`src/rtl/fsm_pkg.sv`:
```
`default_nettype none
// ============================================================================
//  Module      : fsm_pkg
//  Description : Shared constants for the FSM block set: control-state
//                encoding and parameter width limits.
//  Revision    : 1.0 - initial release
// ============================================================================
package fsm_pkg;

  // Control FSM state encoding (explicit 1-bit width)
  localparam logic [0:0] ST_IDLE = 1'b0;
  localparam logic [0:0] ST_RUN  = 1'b1;

  // Legal parameter ceilings for the pattern detector family
  localparam int SEQ_LEN_MAX = 32;
  localparam int CNT_W_MAX   = 16;

  // True when a detector configuration lies inside its supported range
  function automatic bit cfg_legal(input int seq_len, input int cnt_w);
    return (seq_len >= 2) && (seq_len <= SEQ_LEN_MAX) &&
           (cnt_w >= 1) && (cnt_w <= CNT_W_MAX);
  endfunction

endpackage : fsm_pkg
`default_nettype wire

```
`src/rtl/seq_history.sv`:
```
`default_nettype none
// ============================================================================
//  Module      : seq_history
//  Description : Serial history shift register with a saturating fill
//                counter. Presents the look-ahead history (including the bit
//                being shifted in) and whether that history is fully populated.
//  Revision    : 1.0 - initial release
// ============================================================================
module seq_history
  import fsm_pkg::*;
#(
  parameter int SEQ_LEN = 4
) (
  input  logic               clk,
  input  logic               rst,
  input  logic               clear,
  input  logic               shift_en,
  input  logic               fill_rst,
  input  logic               x,
  output logic [SEQ_LEN-1:0] hist_n,
  output logic               full_n
);

  localparam int                FILL_W   = $clog2(SEQ_LEN + 1);
  localparam logic [FILL_W-1:0] FILL_MAX = FILL_W'(SEQ_LEN);

  logic [SEQ_LEN-1:0] hist;
  logic [FILL_W-1:0]  fill;
  logic [FILL_W-1:0]  fill_n;

  // Look-ahead view: history and fill level as they would be after this shift
  always_comb begin
    hist_n = {hist[SEQ_LEN-2:0], x};
    fill_n = (fill == FILL_MAX) ? FILL_MAX : (fill + 1'b1);
    full_n = (fill_n == FILL_MAX);
  end

  // History/fill registers: clear wins, otherwise advance only on a shift.
  // A non-overlapping match empties the fill level so the next match must be
  // built entirely from fresh bits; the stale history bits are then harmless
  // because they are pushed out before the fill level reaches full again.
  always_ff @(posedge clk or posedge rst) begin
    if (rst) begin
      hist <= '0;
      fill <= '0;
    end else if (clear) begin
      hist <= '0;
      fill <= '0;
    end else if (shift_en) begin
      hist <= hist_n;
      fill <= fill_rst ? '0 : fill_n;
    end
  end

endmodule : seq_history
`default_nettype wire

```
`src/rtl/seq_detect_param.sv`:
```
`default_nettype none
// ============================================================================
//  Module      : seq_detect_param
//  Description : Parametrised serial bit-pattern detector. Compares the last
//                SEQ_LEN qualified bits against a runtime-loaded pattern, with
//                overlapping / non-overlapping modes, a registered one-cycle
//                match pulse and a saturating match counter.
//  Revision    : 1.0 - initial release
// ============================================================================
module seq_detect_param
  import fsm_pkg::*;
#(
  parameter int SEQ_LEN = 4,
  parameter int CNT_W   = 8
) (
  input  logic               clk,
  input  logic               rst,
  input  logic               x,
  input  logic               in_valid,
  input  logic               load,
  input  logic [SEQ_LEN-1:0] pattern,
  input  logic               ovl_mode,
  output logic               y,
  output logic [CNT_W-1:0]   match_cnt,
  output logic               armed
);

  localparam logic [CNT_W-1:0] CNT_MAX = {CNT_W{1'b1}};

  // Elaboration-time view of the configuration range; an out-of-range build
  // is caught by the generate guard below.
  localparam bit CFG_OK = cfg_legal(SEQ_LEN, CNT_W);

  logic [0:0]         state;
  logic [0:0]         state_n;
  logic               run;
  logic               shift_en;
  logic               match;
  logic               fill_rst;
  logic [SEQ_LEN-1:0] pattern_q;
  logic               mode_q;
  logic [SEQ_LEN-1:0] hist_n;
  logic               full_n;

  // Refuse to elaborate an unsupported configuration
  if (!CFG_OK) begin : g_cfg_bad
    illegal_seq_detect_param_configuration u_cfg_bad ();
  end

  // Control FSM state register
  always_ff @(posedge clk or posedge rst) begin
    if (rst) begin
      state <= ST_IDLE;
    end else begin
      state <= state_n;
    end
  end

  // Control FSM next state: load arms the block, only rst disarms it
  always_comb begin
    state_n = state;
    case (state)
      ST_IDLE: if (load) state_n = ST_RUN;
      ST_RUN:  state_n = ST_RUN;
      default: state_n = ST_IDLE;
    endcase
  end

  // Control FSM outputs: load has priority over sampling on the same cycle
  always_comb begin
    run      = (state == ST_RUN);
    shift_en = run && in_valid && !load;
  end

  // Configuration latched only on the load strobe
  always_ff @(posedge clk or posedge rst) begin
    if (rst) begin
      pattern_q <= '0;
      mode_q    <= 1'b0;
    end else if (load) begin
      pattern_q <= pattern;
      mode_q    <= ovl_mode;
    end
  end

  // Shift register and fill tracking
  seq_history #(
    .SEQ_LEN (SEQ_LEN)
  ) u_hist (
    .clk      (clk),
    .rst      (rst),
    .clear    (load),
    .shift_en (shift_en),
    .fill_rst (fill_rst),
    .x        (x),
    .hist_n   (hist_n),
    .full_n   (full_n)
  );

  // Match decision on the history as it will be after this bit is taken
  always_comb begin
    match    = shift_en && full_n && (hist_n == pattern_q);
    fill_rst = match && !mode_q;
  end

  // Registered match pulse, cleared by load
  always_ff @(posedge clk or posedge rst) begin
    if (rst) begin
      y <= 1'b0;
    end else if (load) begin
      y <= 1'b0;
    end else begin
      y <= match;
    end
  end

  // Saturating match counter, restarted by load
  always_ff @(posedge clk or posedge rst) begin
    if (rst) begin
      match_cnt <= '0;
    end else if (load) begin
      match_cnt <= '0;
    end else if (match && (match_cnt != CNT_MAX)) begin
      match_cnt <= match_cnt + 1'b1;
    end
  end

  assign armed = run;

endmodule : seq_detect_param
`default_nettype wire

```
`config.mk`:
```
export PLATFORM = sky130hd
export DESIGN_NAME = seq_detect_param
export DESIGN_NICKNAME = d
export VERILOG_FILES = /design/src/rtl/fsm_pkg.sv /design/src/rtl/seq_history.sv /design/src/rtl/seq_detect_param.sv
export SDC_FILE = /design/constraint.sdc
export NUM_CORES = 1
export LEC_CHECK = 0
export CAP_MARGIN = 30
export CORE_MARGIN = 2
export CORE_UTILIZATION = 40
export CTS_CLUSTER_SIZE = 10
export DETAILED_ROUTE_END_ITERATION = 12
export GPL_TIMING_DRIVEN = 0
export PLACE_DENSITY = 0.66
export SETUP_SLACK_MARGIN = 0.4
export SYNTH_ARGS = -nofsm -noshare
export SYNTH_HDL_FRONTEND = slang
export SYNTH_HIERARCHICAL = 1
export SYNTH_SLANG_ARGS = --single-unit
```
`constraint.sdc`:
```
create_clock -name clk -period 1.95 [get_ports clk]
set_input_delay 0.39 -clock clk [delete_from_list [all_inputs] [get_ports clk]]
set_output_delay 0.39 -clock clk [all_outputs]
set_load 0.02 [all_outputs]
```
==> out/results.tsv <==
metric	value	unit
outcome	finished, final reports clean	
Yosys cell types	39	
most common library cell in the layout ignoring fill and taps	dfrtp_1	
clock tree buffer depth	2	
DR iter-0 viols	20	
Worst EP required	2150	ps
Die X	57.6	um
post-DR wirelength/cell	16.0	um
antenna violations before repair	0	
clock skew	2.82	ps
Synth Net Count	120	
CTS Buf Count	3	
Post-Place Setup Slack	-373	ps
worst r2r dst	match_cnt[6]	
P&R area growth vs syn	42.0	%
largest net degree at the start of global routing	16	
asr flop ratio synth	100	%
worst reg-to-reg setup slack	70	ps
root buf cell	clkbuf_4	
arrival time worst endpoint	2090	ps
via count	965	
sequential standard cell area	528	um2
pwr/cell area	505	nW/um2
hpwl dp	1700	um
DR vias/cell	5.61	
Total Nets Final	155	
Tmin final	1880	ps
number of max-cap violations	0	
clk_lat worst skew	300	ps
FF+latch count, synth	21	
TritonCTS clock tree	done	
fmax	531	MHz
Post-Syn Area	1150	um2
crit end category	flip-flop	
GRT Overall Usage	17.4	%
routed wire length	2760	um
Core Region	2730	um2
Startpoint Class	flip-flop	
Tcrit/Tclk final	96.6	%
r2r worst-path depth	8	
final instance area	1630	um2
Setup CP Type	flip-flop to flip-flop	
GRT overflow	0	
ANT cells	0	
chip height	57.6	um
RSZ-0062 raised after global routing	yes	
sequential area share after synthesis	45.7	%
vias in the first global route	970	
Area after DPL	1400	um2
Clock transition at path regs	120	ps
most frequent cells in the layout	dfrtp_1, dlygate4sd2_1, clkdlybuf4s50_1	
Post-synth EDFFs	0	
Initial Utilization	42.1	%
Rows	19	
clk sinks	21	
Cells after Synth	107	
Final Util	59.8	%
Final setup viols	0	
setup ws final	65.5	ps
ratio of cells with drive above 1 in the final layout	34.8	%
average cell area after synthesis	10.8	um2
endpoints failing hold	0	
# fillers	237	
multi-input logic area	684	um2
post-route ant nets	0	
FF-to-FF Start	u_hist/fill[0]	
most common flop cell mapped by yosys	dfrtp_1	
Slew Viols, Final	0	
top-level I/O count	20	
die area	3320	um2
Max-slew headroom	61.2	%
# hold bufs at CTS	0	
H-tree depth	1	
Worst-Margin Slew	582	ps
Ys Warns	6	
VDD IR max	0.423	mV
Pre-antenna DRT Iters	4	
CP Max Fanout	3	
HP Class	primary input to asynchronous set/reset pin	
PortBufs	19	
first-pass GRT wire length	4520	um
drc violations	0	
leakage	0.713	nW
routability cong.	0.744	
through the flow:
stage	instances	hold slack [ps]	total power [mW]	setup TNS, ps
detailed placement	157	477	0.574	-3880
global placement	157	475	0.571	-3880
global route	172	345	0.860	-5.69
finish	172	319	0.825	0
floorplan	107	181	0.536	0
CTS	170	312	0.811	0
registers in the layout, indices dropped and copies added, names as in the netlist:
register and cells:
match_cnt 8, y 1, mode_q 1, u_hist/hist 3
pattern_q 4, u_hist/fill 3, armed 1
where the power goes:
part           total, mW  internal [mW]  switching [mW]
clock              0.216         0.0797           0.137
sequential         0.462          0.449          0.0126
combinational      0.147         0.0785          0.0684
total              0.825          0.608           0.217
what timing repair did:
action                                  CTS  global route
pin swaps                                 8             5
buffers inserted                          8             2
gates resized for setup                  28             5
gates cloned                              1             0
endpoints found under the setup margin   27            14
how the worst max path moves through the flow:
| stage | start | to | slack, ps | cells past startpoint |
|---|---|---|---|---|
| 2_1_floorplan | u_hist/fill[0] | match_cnt[6] | 180 | 7 |
| 3_3_place_gp | load | match_cnt[6] | -370 | 5 |
| 3_5_place_dp | load | match_cnt[6] | -370 | 5 |
| 4_1_cts | x | match_cnt[6] | 40 | 6 |
| 5_1_grt | u_hist/fill[0] | match_cnt[6] | -6 | 8 |
| 6_report | u_hist/fill[0] | match_cnt[6] | 70 | 8 |
cell usage after synthesis (2+ instances only):
| cell | count | area, um2 |
|---|---|---|
| a211oi_1 | 3 | 22.5 |
| nand2_1 | 5 | 18.8 |
| nand3_1 | 2 | 10.0 |
| dfrtp_1 | 21 | 526 |
| nor3_1 | 2 | 10.0 |
| inv_1 | 8 | 30.0 |
| a21oi_1 | 3 | 15.0 |
| or2_2 | 2 | 12.5 |
| ha_1 | 3 | 37.5 |
| mux2i_1 | 3 | 30.0 |
| a211o_1 | 2 | 17.5 |
| o31ai_1 | 3 | 22.5 |
| nor2_1 | 5 | 18.8 |
| mux2_2 | 6 | 67.6 |
| nand2b_1 | 5 | 31.3 |
| a31o_2 | 4 | 35.0 |
| nand4_1 | 2 | 12.5 |
| xnor2_1 | 5 | 43.8 |
| clkbuf_1 | 2 | 7.51 |
| o21ai_0 | 2 | 10.0 |
worst max-delay path, cell delays in order, from the launching register on:
cell	delay [ps]
dfrtp_1	430
buf_6	140
ha_4	160
xnor2_2	140
o22ai_2	110
nand4_1	130
buf_4	180
nor4_4	160
mux2_4	320
cells by family (layout without fill, tap and decap cells):
| kind of cell | count (synthesis) | after routing | share of synthesized area (%) |
|---|---|---|---|
| buf+inv | 12 | 46 | 4.89 |
| flops | 21 | 21 | 45.7 |
| xor+xnor | 5 | 5 | 3.80 |
| compound gates | 22 | 22 | 16.1 |
| fa+ha+maj | 3 | 3 | 3.26 |
| mux | 9 | 9 | 8.48 |
| simple gates | 35 | 35 | 17.8 |
final cells by class:
cell class	count	share of cell area (%)
Buffer	4	2.30
Inverter	8	1.84
Sequential cell	21	32.3
Tap cell	31	2.37
Multi-Input combinational cell	74	41.9
Clock buffer	4	1.61
Timing Repair Buffer	30	17.7
layer usage:
layer / wire length [um] / vias to the layer above / track usage (%)
li1: - / 452 / -
met1: 1200 / 490 / 24.1
met2: 1420 / 19 / 26.9
met3: 93 / 4 / 2.01
met4: 49 / 0 / 9.30
met5: 0 / - / 0
(Power assumes the default switching activity.)
